$ cat src/rtl/mul_writeback.sv
// mul_writeback: registers an 8x8 unsigned multiply and writes the 16-bit
// product back through a single 8-bit register-file port (low byte, then high
// byte), then pulses done and updates the multiply flags.

// Purely combinational 8x8 unsigned multiplier; the product is registered downstream.
module int8_multiplier (
  input  logic [7:0]  a,
  input  logic [7:0]  b,
  output logic [15:0] p
);
  assign p = 16'(a) * 16'(b);
endmodule

module mul_writeback #(
  parameter int REG_ADDR_W = 3
) (
  input  logic                  clk,
  input  logic                  rst,
  input  logic                  start_valid,
  output logic                  start_ready,
  input  logic [7:0]            op_a,
  input  logic [7:0]            op_b,
  input  logic [REG_ADDR_W-1:0] dst_lo,
  input  logic [REG_ADDR_W-1:0] dst_hi,
  input  logic                  rf_stall,
  output logic                  rf_we,
  output logic [REG_ADDR_W-1:0] rf_waddr,
  output logic [7:0]            rf_wdata,
  output logic                  done,
  output logic                  flag_z,
  output logic                  flag_v
);

  typedef enum logic [2:0] {IDLE, MUL, WR_LO, WR_HI, DONE} state_t;

  // Operation request captured at the accept edge.
  typedef struct packed {
    logic [7:0]            a;
    logic [7:0]            b;
    logic [REG_ADDR_W-1:0] dst_lo;
    logic [REG_ADDR_W-1:0] dst_hi;
  } op_t;

  state_t      state_q, state_d;
  op_t         op_q, op_d;
  logic [15:0] prod_q, prod_d;
  logic        flag_z_q, flag_z_d;
  logic        flag_v_q, flag_v_d;
  logic [15:0] mul_p;

  // The multiplier sees only the latched operands, so its whole path sits
  // between the operand registers and prod_q.
  int8_multiplier u_mul (
    .a (op_q.a),
    .b (op_q.b),
    .p (mul_p)
  );

  // State register and datapath registers; reset aborts any operation.
  always_ff @(posedge clk) begin
    if (rst) begin
      state_q  <= IDLE;
      op_q     <= '0;
      prod_q   <= '0;
      flag_z_q <= 1'b0;
      flag_v_q <= 1'b0;
    end else begin
      state_q  <= state_d;
      op_q     <= op_d;
      prod_q   <= prod_d;
      flag_z_q <= flag_z_d;
      flag_v_q <= flag_v_d;
    end
  end

  // Next-state and register updates; flags change only on the edge entering DONE.
  always_comb begin
    state_d  = state_q;
    op_d     = op_q;
    prod_d   = prod_q;
    flag_z_d = flag_z_q;
    flag_v_d = flag_v_q;
    case (state_q)
      IDLE: begin
        if (start_valid) begin
          op_d.a      = op_a;
          op_d.b      = op_b;
          op_d.dst_lo = dst_lo;
          op_d.dst_hi = dst_hi;
          state_d     = MUL;
        end
      end
      MUL: begin
        prod_d  = mul_p;
        state_d = WR_LO;
      end
      WR_LO: begin
        if (!rf_stall) state_d = WR_HI;
      end
      WR_HI: begin
        if (!rf_stall) begin
          state_d  = DONE;
          flag_z_d = (prod_q == 16'h0000);
          flag_v_d = |prod_q[15:8];
        end
      end
      DONE:    state_d = IDLE;
      default: state_d = IDLE;
    endcase
  end

  // Outputs decode from registered state only, so a stall simply holds them steady.
  always_comb begin
    rf_we    = 1'b0;
    rf_waddr = '0;
    rf_wdata = '0;
    case (state_q)
      WR_LO: begin
        rf_we    = 1'b1;
        rf_waddr = op_q.dst_lo;
        rf_wdata = prod_q[7:0];
      end
      WR_HI: begin
        rf_we    = 1'b1;
        rf_waddr = op_q.dst_hi;
        rf_wdata = prod_q[15:8];
      end
      default: ;
    endcase
  end

  assign start_ready = (state_q == IDLE);
  assign done        = (state_q == DONE);
  assign flag_z      = flag_z_q;
  assign flag_v      = flag_v_q;

endmodule

$ cat config.mk
export PLATFORM = sky130hd
export DESIGN_NAME = mul_writeback
export DESIGN_NICKNAME = d
export VERILOG_FILES = /design/src/rtl/mul_writeback.sv
export SDC_FILE = /design/constraint.sdc
export NUM_CORES = 1
export LEC_CHECK = 0
export ABC_AREA = 0
export ABC_CLOCK_PERIOD_IN_PS = 4300
export CAP_MARGIN = 10
export CORE_MARGIN = 4
export CORE_UTILIZATION = 45
export DETAILED_ROUTE_END_ITERATION = 12
export DONT_BUFFER_PORTS = 1
export GPL_ROUTABILITY_DRIVEN = 0
export PLACE_DENSITY = 0.7
export SLEW_MARGIN = 25
export SYNTH_ARGS = -nofsm -noshare
export SYNTH_HDL_FRONTEND = slang
export SYNTH_SLANG_ARGS = --single-unit
$ cat constraint.sdc
create_clock -name clk -period 4.3 [get_ports clk]
set_clock_uncertainty 0.15 [all_clocks]
set_input_delay 0.43 -clock clk [delete_from_list [all_inputs] [get_ports clk]]
set_output_delay 0.43 -clock clk [all_outputs]
set_load 0.05 [all_outputs]
**Word level (Yosys, flattened, before mapping)**

Index checks and enable logic that the tools add are counted.

- Register bits after elaboration: 43
- Input bits: 26
- Output and inout port bits: 16
- Logic and storage cells: 31

- Multiply operators: 1
- Eq/ne operators: 7
- Multiplexer cells: 7
- Bitwise operators: 1
- Reduce and logical (&&, ||, !) cells: 7

Operators with widths:

| cell | count |
|---|---|
| $logic_not 16->1 | 1 |
| $mul 8x8->16 | 1 |
| $pmux 8 s2 | 1 |
| $pmux 3 s4 | 1 |
| $mux 3 | 3 |
| $reduce_or 8->1 | 1 |
| $eq 3x2->1 const B | 2 |
| $ne 2x2->1 const B | 3 |
| $pmux 3 s2 | 1 |
| $reduce_and 2->1 | 2 |
| $eq 3x1->1 const B | 1 |
| $eq 3x3->1 const B | 1 |
| $logic_not 3->1 | 1 |
| $reduce_and 3->1 | 1 |
| $reduce_or 2->1 | 1 |
| $mux 1 | 1 |
| $not 1->1 | 1 |

**Depth between registers and ports, before layout**

- Depth after elaboration: 3
- Depth in mapped cells: 15
- Mapped depth without buffers: 15

**Cells and area by module**

A second synthesis with hierarchy kept.

- Cells, all modules: 470
- Area total of the unflattened synthesis: 3958.8 um2

Modules (own cells, without submodules):

| module | times used | cells an instance | area each (um2) | seq. area each (um2) |
|---|---|---|---|---|
| int8_multiplier | 1 | 248 | 2157.1 | 0.0 |
| mul_writeback | 1 | 222 | 1801.7 | 860.8 |

**Least setup slack after synthesis**

OpenSTA, ideal clock, no wires.

- Kind: register to register
- Start point: reg op_q[16] (netlist bit)
- End point: reg prod_q[14]
- Setup time: 0.088 ns
- Arrival time: 3.863 ns
- Data required time: 4.062 ns
- Slack: 0.199 ns
- Cell stages (with the launch flop): 14
- Path buffers: 0
- Clock period less this slack: 4.101 ns
- Path through: dfxtp_1 > and2_1 > fa_1 > fa_1 > fa_1 > inv_1 > fa_1 > inv_1 > ha_1 > a21oi_1 > a21boi_0 > nand2_1 > a211o_1 > nor4_2

- Cells in the longest elaborated chain, start to end: 1

Ends and longest elaborated chain:

| what | line | text |
|---|---|---|
| from (decl) | 45 | `op_t op_q, op_d;` |
| from (signal assigned) | 69 | `op_q <= op_d;` |
| $mul 8x8->16 | 11 | `assign p = 16'(a) * 16'(b);` |
| to (signal assigned) | 70 | `prod_q <= prod_d;` |
| to (decl) | 46 | `logic [15:0] prod_q, prod_d;` |

No other way between the ends.
A chain may end at the register's enable or synchronous reset.

**Final worst setup path**

- Start point: reg op_q[18] (netlist bit)
- End point: reg prod_q[13]

Same word-level chain as after synthesis.

==> results.txt <==
Status: finished clean
Port Buffer Count: 0
Netlist cell types: 43
Post-Syn Nets: 554
Critical R2R Launch: op_q[18]
Layout area overhead: 10.7%
Die W: 99.9 um
Root buffer cell: clkbuf_8
Latest clock arrival within the worst-skew pair: 300 ps
Synthesized area per cell: 8.33 um^2
Flop-to-flop setup slack: 110 ps
Global route overflow: 0
Total of fill cells in the finished design: 787
TritonCTS buffer count: 5
Maximum clock rate: 238 MHz
Register-to-Register Path Depth: 13
Worst setup SP type: flip-flop
Drt pass-1 iters: 4
Antenna violations before repair: 0
Largest net degree at the start of global routing: 47
Max Cap Viol: 0
Mapped Cells: 456
Final WL: 8520 um
Share of the synthesized area in the top cell type: 22.7%
Post-synthesis register bit count: 43
Core area: 0.00822 mm^2
IO Pins: 42
Area occupied by multi-input gates: 0.00277 mm^2
Post-synth EDFFs: 0
Tmin final: 4190 ps
Clock transition at path regs: 90 ps
Yosys top cell by area: dfxtp_1
CP Class: flip-flop to flip-flop
CP Max Fanout: 6
H-tree Lvls: 2
CTS tree: done
Syn Std Cell Area: 0.00380 mm^2
Period utilization: 97.5%
Hold WS: 51.4 ps
Cts hold-fix bufs: 0
Routed length per instance: 14.8 um
Post-DP HPWL: 6760 um
Total global routing track utilization: 17.3%
Vias/cell: 5.39
WP data arrival: 4250 ps
Total power: 0.929 mW
Residual DRC: 0
Post-synthesis sequential area ratio: 22.7%
Synth Flop Type: dfxtp_1
Via Count: 3096
Hold path cells: 1
Yosys warning total: 0
Pwr Density: 221 mW/mm^2
Fin cells: 574
Slew Viols, Final: 0
Area contributors post-synth: dfxtp_1, fa_1, ha_1
Final Setup Violations: 0
Initial Utilization: 46.2%
Cell Rows: 33
R2r endpoint: prod_q[13]
Maximum vdd drop: 0.000259 V
RSZ-0062 raised after global routing: yes
Fraction of registers with async set/reset: 0%
Dpl cells: 562
Post-route ant nets: 0
Static Leak: 1.94 nW
Die H: 99.9 um
HP Start: rst
Register Area: 888 um^2
Hold Path End: flag_z
Number of DRC markers in iteration 0: 130
Nets: 567
Worst EP required: 4360 ps
Worst slew margin relative to its limit: 38.0%
Final hold viol count: 0
Slew at the pin closest to its max-slew limit: 927 ps
Die area: 0.00998 mm^2
Clock sinks: 43
Vias in the first global route: 2999
Antenna Cells: 0
Share of post-route cells with drive strength above 1: 13.2%
Setup crit end kind: flip-flop
First-pass GRT wire length: 14000 um
HP Class: input pin to flip-flop
Maximum clock path buffer count: 2
[critical path, cell delays in order (launching register included)]
cell	delay, ps
dfxtp_4	370
and2_1	180
fa_1	570
fa_1	450
fa_1	560
inv_1	60
fa_1	530
inv_1	60
ha_4	300
nand2_2	70
a211oi_4	240
o2111a_2	260
nor3_1	50
o31ai_1	230
[timing repair]
item,in CTS,in global routing
gates cloned,0,0
resized for setup,6,28
pin swaps,1,20
endpoints found under the setup margin,2,6
setup buffers,0,5
[stage by stage]
step / cell area (um^2) / TNS [ps] / setup WS [ps] / utilization [%]
floorplan: 3800 / 0 / 199 / -
global route: 4210 / -49.6 / -49.6 / 51.2
detailed placement: 3980 / -16.6 / -16.6 / 48.4
global placement: 3980 / 0 / 41.1 / 48.4
finish: 4210 / 0 / 107 / 51.2
CTS: 4080 / 0 / 6.26 / 49.7
[power breakdown]
| group | total [mW] | leakage [nW] | switching (mW) | internal (mW) |
|---|---|---|---|---|
| logic | 0.215 | 1.54 | 0.129 | 0.0857 |
| registers | 0.453 | 0.357 | 0.0322 | 0.421 |
| clock network | 0.261 | 0.0440 | 0.149 | 0.111 |
[flip-flops by register name, indices dropped and copies added (netlist names)]
| register | cells |
|---|---|
| state_q | 3 |
| flag_v | 1 |
| prod_q | 16 |
| op_q | 22 |
| flag_z | 1 |
[worst max path at each step]
stage / start / end / slack [ps] / cells past startpoint
2_1_floorplan: op_q[16] / prod_q[14] / 200 / 13
3_3_place_gp: op_q[13] / prod_q[13] / 40 / 13
3_5_place_dp: op_q[19] / prod_q[11] / -20 / 13
4_1_cts: op_q[12] / prod_q[11] / 6 / 13
5_1_grt: op_q[17] / prod_q[14] / -50 / 13
6_report: op_q[18] / prod_q[13] / 110 / 13
[routing by layer]
| layer | global-route usage (%) | share of wire (%) | vias to the layer above |
|---|---|---|---|
| met4 | 2.94 | 0.86 | 0 |
| met1 | 25.2 | 46 | 1494 |
| met5 | 0 | 0 | - |
| met3 | 3.27 | 5.7 | 11 |
| li1 | - | - | 1508 |
| met2 | 27.0 | 47 | 83 |
[synth_stat cells, types with 2 or more instances]
cell      count
a211oi_1      2
nor2_1       24
xnor2_1       3
buf_4         4
buf_2         4
nand3b_1      4
inv_1        46
o21ai_1       5
o21a_1        2
nor4_1        5
a22oi_1       2
nand3_1       5
nor2b_1       2
clkbuf_1      7
ha_1         36
xor2_1        4
o211ai_1      2
fa_1         36
a21oi_1      39
and2_1       46
nor3_1        5
mux2i_1      12
a21o_1        3
dfxtp_1      43
a31oi_1       2
or4_1         2
nand2b_1      4
nand2_1      92
[logic make-up (layout without fill, tap and decap cells)]
kind of cell / count (synthesis) / after routing / share of synthesized area [%]
AOI/OAI and AO/OA: 65 / 65 / 10.3
buffers and inverters: 62 / 75 / 6.65
DFF: 43 / 43 / 22.7
and+or+nand+nor: 195 / 195 / 24.8
xor gates and xnor gates: 7 / 7 / 1.61
muxes: 12 / 12 / 3.16
adders and majority gates: 72 / 72 / 30.8
[cell type report]
type / instances / share of cell area [%]
Timing Repair Buffer: 21 / 3.75
Inverter: 47 / 4.19
Tap cell: 105 / 3.12
Clock inverter: 2 / 0.327
Sequential cell: 43 / 21.1
Clock buffer: 5 / 1.64
Multi-Input combinational cell: 351 / 65.9
[layout by cell type (no fill, tap or decap), types with 3 or more instances in the layout]
cell      instances
nor3_1            4
dfxtp_1          31
nor2_1           24
o21ai_1           4
ha_4              4
inv_1            42
ha_1             32
inv_2             5
xor2_1            4
buf_4            21
nand3_1           5
clkbuf_8          5
xnor2_1           3
mux2i_1          12
a21o_1            3
nand2b_1          4
dfxtp_4           5
nand3b_1          4
fa_1             36
nand2_1          91
nor4_1            5
dfxtp_2           7
a21oi_1          37
and2_1           44
Power figures use the tool's default switching activity.
